$ cat src/rtl/paddle_pkg.sv
// Shared direction type, default geometry and the clamped-step helper for paddle_ctrl.
package paddle_pkg;

   typedef enum logic [1:0] {
      DIR_HOLD = 2'd0,
      DIR_UP   = 2'd1,
      DIR_DOWN = 2'd2
   } dir_e;

   localparam int unsigned SCREEN_H = 480;
   localparam int unsigned PADDLE_H = 64;
   localparam int unsigned Y_W      = 10;

   // 32-bit operands leave headroom above any legal Y_W, so pos + step cannot wrap.
   function automatic logic [31:0] clamp_step(input logic [31:0] pos, input logic [31:0] step,
                                              input dir_e dir, input logic [31:0] y_max);
      logic [31:0] res;
      res = pos;
      unique case (dir)
         DIR_UP:   res = (pos < step) ? 32'd0 : pos - step;
         DIR_DOWN: res = (pos + step > y_max) ? y_max : pos + step;
         default:  res = pos;
      endcase
      return res;
   endfunction

endpackage

$ cat src/rtl/paddle_ai_track.sv
// AI direction request: deadzone compare of the ball against the paddle centre.
// With PADDLE_AI_LAG_EN defined, the ball is seen through an AI_LAG-deep frame delay line.
module paddle_ai_track
   import paddle_pkg::*;
#(
   parameter int unsigned Y_W      = paddle_pkg::Y_W,
   parameter int unsigned PADDLE_H = paddle_pkg::PADDLE_H,
   parameter int unsigned DEADZONE = 4
`ifdef PADDLE_AI_LAG_EN
   ,
   parameter int unsigned AI_LAG   = 4,
   parameter int unsigned RESET_Y  = 208
`endif
) (
`ifdef PADDLE_AI_LAG_EN
   input  logic           clk_i,
   input  logic           rst_i,
   input  logic           tick_i,
`endif
   input  logic [Y_W-1:0] ball_y_i,
   input  logic [Y_W-1:0] paddle_y_i,
   output dir_e           dir_o
);

   localparam int unsigned CW = Y_W + 2;
   localparam logic [CW-1:0] HalfH = CW'(PADDLE_H / 2);
   localparam logic [CW-1:0] Dz    = CW'(DEADZONE);

   logic [Y_W-1:0] target;

`ifdef PADDLE_AI_LAG_EN
   localparam logic [Y_W-1:0] LagInit = Y_W'(RESET_Y + PADDLE_H / 2);

   logic [Y_W-1:0] lag_q [AI_LAG];

   always_ff @(posedge clk_i or posedge rst_i) begin
      if (rst_i) begin
         for (int i = 0; i < int'(AI_LAG); i++) lag_q[i] <= LagInit;
      end else if (tick_i) begin
         lag_q[0] <= ball_y_i;
         for (int i = 1; i < int'(AI_LAG); i++) lag_q[i] <= lag_q[i-1];
      end
   end

   assign target = lag_q[AI_LAG-1];
`else
   assign target = ball_y_i;
`endif

   logic [CW-1:0] centre, tgt_w;

   assign centre = CW'(paddle_y_i) + HalfH;
   assign tgt_w  = CW'(target);

   // Compare with DEADZONE added on the other side so nothing goes negative.
   always_comb begin
      dir_o = DIR_HOLD;
      if (tgt_w + Dz < centre) begin
         dir_o = DIR_UP;
      end else if (tgt_w > centre + Dz) begin
         dir_o = DIR_DOWN;
      end
   end

endmodule

$ cat src/rtl/paddle_ctrl.sv
// Single-paddle controller: player buttons with hold-to-accelerate, or AI ball tracking.
// Optional AI reaction lag is built when PADDLE_AI_LAG_EN is defined.
module paddle_ctrl
   import paddle_pkg::*;
#(
   parameter int unsigned Y_W          = paddle_pkg::Y_W,
   parameter int unsigned SCREEN_H     = paddle_pkg::SCREEN_H,
   parameter int unsigned PADDLE_H     = paddle_pkg::PADDLE_H,
   parameter int unsigned SPEED_MIN    = 2,
   parameter int unsigned SPEED_MAX    = 6,
   parameter int unsigned ACCEL_FRAMES = 8,
   parameter int unsigned AI_SPEED     = 3,
   parameter int unsigned DEADZONE     = 4,
   parameter int unsigned AI_LAG       = 4
) (
   input  logic           clk_i,
   input  logic           rst_i,
   input  logic           frame_tick_i,
   input  logic           ai_mode_i,
   input  logic           button_up_i,
   input  logic           button_down_i,
   input  logic [Y_W-1:0] ball_y_i,
   output logic [Y_W-1:0] paddle_y_o,
   output logic           moving_o,
   output logic           at_top_o,
   output logic           at_bottom_o
);

   localparam int unsigned     CntW     = $clog2(ACCEL_FRAMES + 1);
   localparam logic [Y_W-1:0]  YMax     = Y_W'(SCREEN_H - PADDLE_H);
   localparam logic [Y_W-1:0]  ResetY   = Y_W'((SCREEN_H - PADDLE_H) / 2);
   localparam logic [CntW-1:0] AccelSat = CntW'(ACCEL_FRAMES);

   if (AI_LAG < 1) begin : g_bad_lag
      $error("AI_LAG must be at least 1");
   end

   dir_e            dir_q, dir_d;
   logic [CntW-1:0] accel_cnt_q, accel_cnt_d;
   logic            mode_q, mode_d;
   logic [Y_W-1:0]  paddle_y_q, paddle_y_d;
   logic            moving_q, moving_d;
   logic            at_top_q, at_top_d;
   logic            at_bottom_q, at_bottom_d;

   dir_e            player_dir, ai_dir, req_dir;
   logic [CntW-1:0] cnt_eff;
   logic [31:0]     step;
   logic [Y_W-1:0]  next_y;

   paddle_ai_track #(
      .Y_W      (Y_W),
      .PADDLE_H (PADDLE_H),
      .DEADZONE (DEADZONE)
`ifdef PADDLE_AI_LAG_EN
      ,
      .AI_LAG   (AI_LAG),
      .RESET_Y  ((SCREEN_H - PADDLE_H) / 2)
`endif
   ) u_ai_track (
`ifdef PADDLE_AI_LAG_EN
      .clk_i      (clk_i),
      .rst_i      (rst_i),
      .tick_i     (frame_tick_i),
`endif
      .ball_y_i   (ball_y_i),
      .paddle_y_i (paddle_y_q),
      .dir_o      (ai_dir)
   );

   always_comb begin
      player_dir = DIR_HOLD;
      if (button_up_i && !button_down_i) begin
         player_dir = DIR_UP;
      end else if (button_down_i && !button_up_i) begin
         player_dir = DIR_DOWN;
      end
   end

   assign req_dir = ai_mode_i ? ai_dir : player_dir;

   always_comb begin
      dir_d       = dir_q;
      accel_cnt_d = accel_cnt_q;
      mode_d      = mode_q;
      paddle_y_d  = paddle_y_q;
      moving_d    = moving_q;
      at_top_d    = at_top_q;
      at_bottom_d = at_bottom_q;
      cnt_eff     = '0;
      step        = 32'(SPEED_MIN);
      next_y      = paddle_y_q;
      if (frame_tick_i) begin
         // Acceleration only continues an unbroken run in one direction and one mode.
         if (req_dir != DIR_HOLD && req_dir == dir_q && ai_mode_i == mode_q) begin
            cnt_eff = (accel_cnt_q == AccelSat) ? accel_cnt_q : accel_cnt_q + CntW'(1);
         end
         if (ai_mode_i) begin
            step = 32'(AI_SPEED);
         end else if (cnt_eff >= AccelSat) begin
            step = 32'(SPEED_MAX);
         end
         next_y      = Y_W'(clamp_step(32'(paddle_y_q), step, req_dir, 32'(YMax)));
         dir_d       = req_dir;
         accel_cnt_d = cnt_eff;
         mode_d      = ai_mode_i;
         paddle_y_d  = next_y;
         moving_d    = (next_y != paddle_y_q);
         at_top_d    = (next_y == '0);
         at_bottom_d = (next_y == YMax);
      end
   end

   always_ff @(posedge clk_i or posedge rst_i) begin
      if (rst_i) begin
         dir_q       <= DIR_HOLD;
         accel_cnt_q <= '0;
         mode_q      <= 1'b0;
         paddle_y_q  <= ResetY;
         moving_q    <= 1'b0;
         at_top_q    <= 1'b0;
         at_bottom_q <= 1'b0;
      end else begin
         dir_q       <= dir_d;
         accel_cnt_q <= accel_cnt_d;
         mode_q      <= mode_d;
         paddle_y_q  <= paddle_y_d;
         moving_q    <= moving_d;
         at_top_q    <= at_top_d;
         at_bottom_q <= at_bottom_d;
      end
   end

   assign paddle_y_o  = paddle_y_q;
   assign moving_o    = moving_q;
   assign at_top_o    = at_top_q;
   assign at_bottom_o = at_bottom_q;

endmodule

$ cat config.mk
export PLATFORM = sky130hd
export DESIGN_NAME = paddle_ctrl
export DESIGN_NICKNAME = d
export VERILOG_FILES = /design/src/rtl/paddle_pkg.sv /design/src/rtl/paddle_ai_track.sv /design/src/rtl/paddle_ctrl.sv
export SDC_FILE = /design/constraint.sdc
export NUM_CORES = 1
export LEC_CHECK = 0
export BUFFER_PORTS_ARGS = -buffer_cell sky130_fd_sc_hd__buf_2
export CORE_ASPECT_RATIO = 1.5
export CORE_MARGIN = 4
export CORE_UTILIZATION = 55
export DETAILED_ROUTE_END_ITERATION = 6
export GPL_ROUTABILITY_DRIVEN = 0
export PLACE_DENSITY = 0.78
export SYNTH_ARGS = -nofsm -noshare
export SYNTH_HDL_FRONTEND = slang
export SYNTH_HIERARCHICAL = 1
export SYNTH_SLANG_ARGS = --single-unit
$ cat constraint.sdc
create_clock -name clk_i -period 6.2 [get_ports clk_i]
set_input_delay 0.62 -clock clk_i [delete_from_list [all_inputs] [get_ports clk_i]]
set_output_delay 0.62 -clock clk_i [all_outputs]
set_load 0.01 [all_outputs]
==> summary.txt <==
Critical path
  – FF-to-FF path depth: 24
  – Max stage delay cell, worst path: dfstp_2
  – Reg-to-Reg End: at_top_o
  – Cells traversed along the worst timing path: ha_4 > nand2b_4 > and2_1 > xnor2_1 > ha_1 > nand4_1 > buf_4 > nor3_2 > a21oi_1 > o311ai_1 > a221oi_2 > a22oi_2 > xnor2_1 > or4_4 > or3_4 > ha_4 > a211o_4 > o41a_1 > and2_4 > o21ai_4 > o21ai_0 > a32oi_2 > nand4b_1 > o41ai_2
  – Number of cells on the critical path: 24
  – Capturing element of the worst setup path: at_top_o
  – Highest fanout seen on the critical path: 7
  – Worst setup path startpoint: paddle_y_o[6]
  – Kind of critical path: reg2reg
  – Worst path arrival time: 6320 ps
  – WP buf/inv: 1
  – Worst flop-to-flop path startpoint: paddle_y_o[6]
  – Sort of element at the end of the critical path: flip-flop
  – Worst path top cell family by delay: compound AO/OA/AOI/OAI gates
  – FF-to-FF setup slack: 60 ps
  – Startpoint types: flip-flop
  – Required arrival time at the worst endpoint: 6370 ps
  – Largest stage delay on the critical path: 630 ps

Clocking
  – H-tree levels: 1
  – CTS Sinks: 20
  – Total CTS buffers: 3
  – Clock tree from TritonCTS: yes
  – Register clock-pin slew on the reported worst setup and hold paths: 90 ps
  – Cell at the root of the clock tree: clkbuf_8
  – Worst-skew pair later-pin latency: 280 ps
  – Largest buffer count on any clock path: 2
  – Hold-fix buffer count after cts: 0

Power and ir drop
  – Sw frac: 0.507
  – IR Drop Worst-Case VDD: 0.000328 V
  – Net switching power figure: 0.00102 W
  – Combinational power share: 0.810
  – Static leakage: between 1.5 and 2 nW
  – Fraction of power consumed by sequential logic: 0.120
  – Internal power consumption: 0.000991 W
  – Power Dens Cells: around 550 nW/µm²
  – Clock share of power: 0.069

Final layout
  – Most common cell after layout, fill and taps aside: buf_4
  – Ratio of cells with drive above 1 in the final layout: 0.331
  – Ant. Diodes: 0
  – Fillers: 388
  – Area delta synth->final: 24.5%
  – Most used cells in the layout excluding fill and tap cells: 52 x buf_4, 30 x inv_1, 28 x nand2_1, 28 x ha_1, 28 x buf_2
  – Fin nets: a little under 500

STA
  – Final worst slack: 58.4 ps
  – Final setup skew: 7.59 ps
  – Slew Limit Fails: 0
  – Setup Viol. Count Final: 0
  – Highest Clock Rate: 0.163 GHz
  – Post-route worst hold slack: 491 ps
  – Share of the cycle needed by the critical path after routing: 0.991
  – Headroom to the max-slew limit: 0.453
  – Final count of hold timing violations: 0
  – Slew @ Worst Pin: 819 ps
  – Clock period minus worst slack: 6140 ps
  – Unrepaired setup endpoints after global routing: yes

Global routing
  – GRT busiest layer: met2
  – GRT Util Overall: 0.272
  – GR Layer Usage met2: 0.458
  – Met3 usage: 0.0288
  – Largest net degree at the start of global routing: 31
  – Residual overflow from global routing: 0
  – Vias in the first global route: 3196
  – Initial antenna violation count: 0
  – GR Layer Usage met1: 0.313
  – Global-route wire length before repair: 14300 µm

Routing
  – Vias post-DR: roughly 3200
  – Antenna-violating nets left: 0
  – Post-detailed-route DRC marker count: 0
  – Vias per cell: 6.37
  – First-pass iteration count of the detailed router: 5
  – Wire length per cell: 18.3 µm
  – Post-detailed-routing wire length: 9160 µm
  – First-iteration detailed-routing DRC count: 312

Synthesis
  – Net Count, Synth: 412
  – Flop and latch count out of synthesis: 20
  – Summed instance area of the synthesized netlist: 2960 µm²
  – Share of flip-flops with an asynchronous set or reset after synthesis: 1.00
  – Number of synthesized flops with an enable pin: 0
  – Post-synthesis cell type count: 75
  – Sequential area share after synthesis: 0.171
  – Average size of a mapped cell: 8.14 µm²
  – Number of synthesis warnings: 6
  – Most instantiated flip-flop cell in the synthesis netlist: dfrtp_1
  – Synthesized instance count: between 300 and 400

Die
  – Die area: 6640 µm²
  – Vertical die dimension: 97.8 µm
  – Placement row count: 32
  – Floorplan core area: 5160 µm²
  – Die outline width: between 60 and 70 µm
  – Effective utilization at floorplan: 0.572
  – Top-Level Pins: 29

Placement
  – Dpl hpwl: 6720 µm
  – Total of buffers placed on input and output ports: 28
  – Worst Setup Slack post-DPL: -62.6 ps

Min path
  – Min-Delay Path Class: in2async

Status
  – Run status: complete, no violations

Job
  – Maximum capacitance violations: 0
## stage by stage
| stage | total power (W) | util | cells | TNS (ps) | cell area, µm² |
|---|---|---|---|---|---|
| after global routing | 0.00216 | 0.713 | 500 | -419 | 3680 |
| after global placement | 0.00165 | 0.661 | 493 | -35.0 | 3410 |
| after CTS | 0.00184 | 0.678 | 497 | 0 | 3500 |
| final | 0.00201 | 0.713 | 500 | 0 | 3680 |
| after detailed placement | 0.00168 | 0.661 | 493 | -62.6 | 3410 |
| after floorplan | 0.00124 | - | 363 | 0 | 2960 |
## final cells by class
type / instances / area (µm²) / area share
clock buffer: 3 / 41.3 / 0.0112
sequential: 20 / 505 / 0.137
timing repair buffer: 81 / 542 / 0.147
clock inverter: 1 / 30.0 / 0.00815
multi-input combinational: 297 / 2370 / 0.643
inverter: 30 / 113 / 0.0306
tap: 68 / 85.1 / 0.0231
## kinds of logic (layout without fill, tap and decap cells)
kind of cell / after synthesis / count (layout) / synth area share
simple gates: 120 / 120 / 0.215
compound gates: 116 / 116 / 0.301
buf+inv: 46 / 115 / 0.0868
fa+ha+maj: 33 / 33 / 0.140
xor+xnor: 22 / 22 / 0.0652
flops: 20 / 20 / 0.171
mux: 6 / 6 / 0.0224
## worst min path at each step
| stage | end | cells after the start |
|---|---|---|
| after global routing | at_top_o | 2 |
| after detailed placement | at_top_o | 2 |
| after CTS | at_top_o | 2 |
| after global placement | at_top_o | 2 |
| after floorplan | accel_cnt_q[3] | 1 |
| final | at_bottom_o | 2 |
## sequential cells by signal, indices dropped and copies added, names as in the netlist
register and count:
moving_o 1, paddle_y_o 10, at_top_o 1, mode_q 1, accel_cnt_q 4, at_bottom_o 1
dir_q 2
## Yosys cell counts, drive strengths merged, types with 8 or more instances
cell	n	area (µm²)
inv	30	113
o21ai	22	121
dfrtp	17	425
a21oi	19	95.1
xor2	10	87.6
nand2	29	109
clkbuf	8	53.8
nor2	22	82.6
xnor2	12	105
ha	33	413
o211ai	11	92.6
nand3	13	70.1
## worst reg2reg max path: stages, from the launching register on
cell and delay (ps):
dfstp_2 630, ha_4 170, nand2b_4 120, and2_1 240
xnor2_1 110, ha_1 310, nand4_1 130, buf_4 180
nor3_2 210, a21oi_1 80, o311ai_1 100, a221oi_2 60
a22oi_2 240, xnor2_1 100, or4_4 520, or3_4 380
ha_4 280, a211o_4 380, o41a_1 490, and2_4 200
o21ai_4 200, o21ai_0 170, a32oi_2 230, nand4b_1 170
o41ai_2 350
## power groups by stage
stage | logic [W] | registers, W | clock network (W)
after global routing | 0.00177 | 0.000248 | 0.000143
final | 0.00163 | 0.000242 | 0.000140
after global placement | 0.00142 | 0.000232 | 0
after CTS | 0.00147 | 0.000232 | 0.000139
after detailed placement | 0.00144 | 0.000233 | 0
after floorplan | 0.000978 | 0.000261 | 0
## per-layer routing
layer	vias up	wire [µm]
met4	0	576
met5	-	0
met3	59	590
met1	1478	3430
met2	155	4560
li1	1495	-
## timing repair
item | in CTS | in global routing
endpoints found under the setup margin | 1 | 8
gates resized for setup | 2 | 32
buffers inserted | 0 | 3
pin swaps | 0 | 27
No activity file was read; power rests on OpenSTA's default activity.
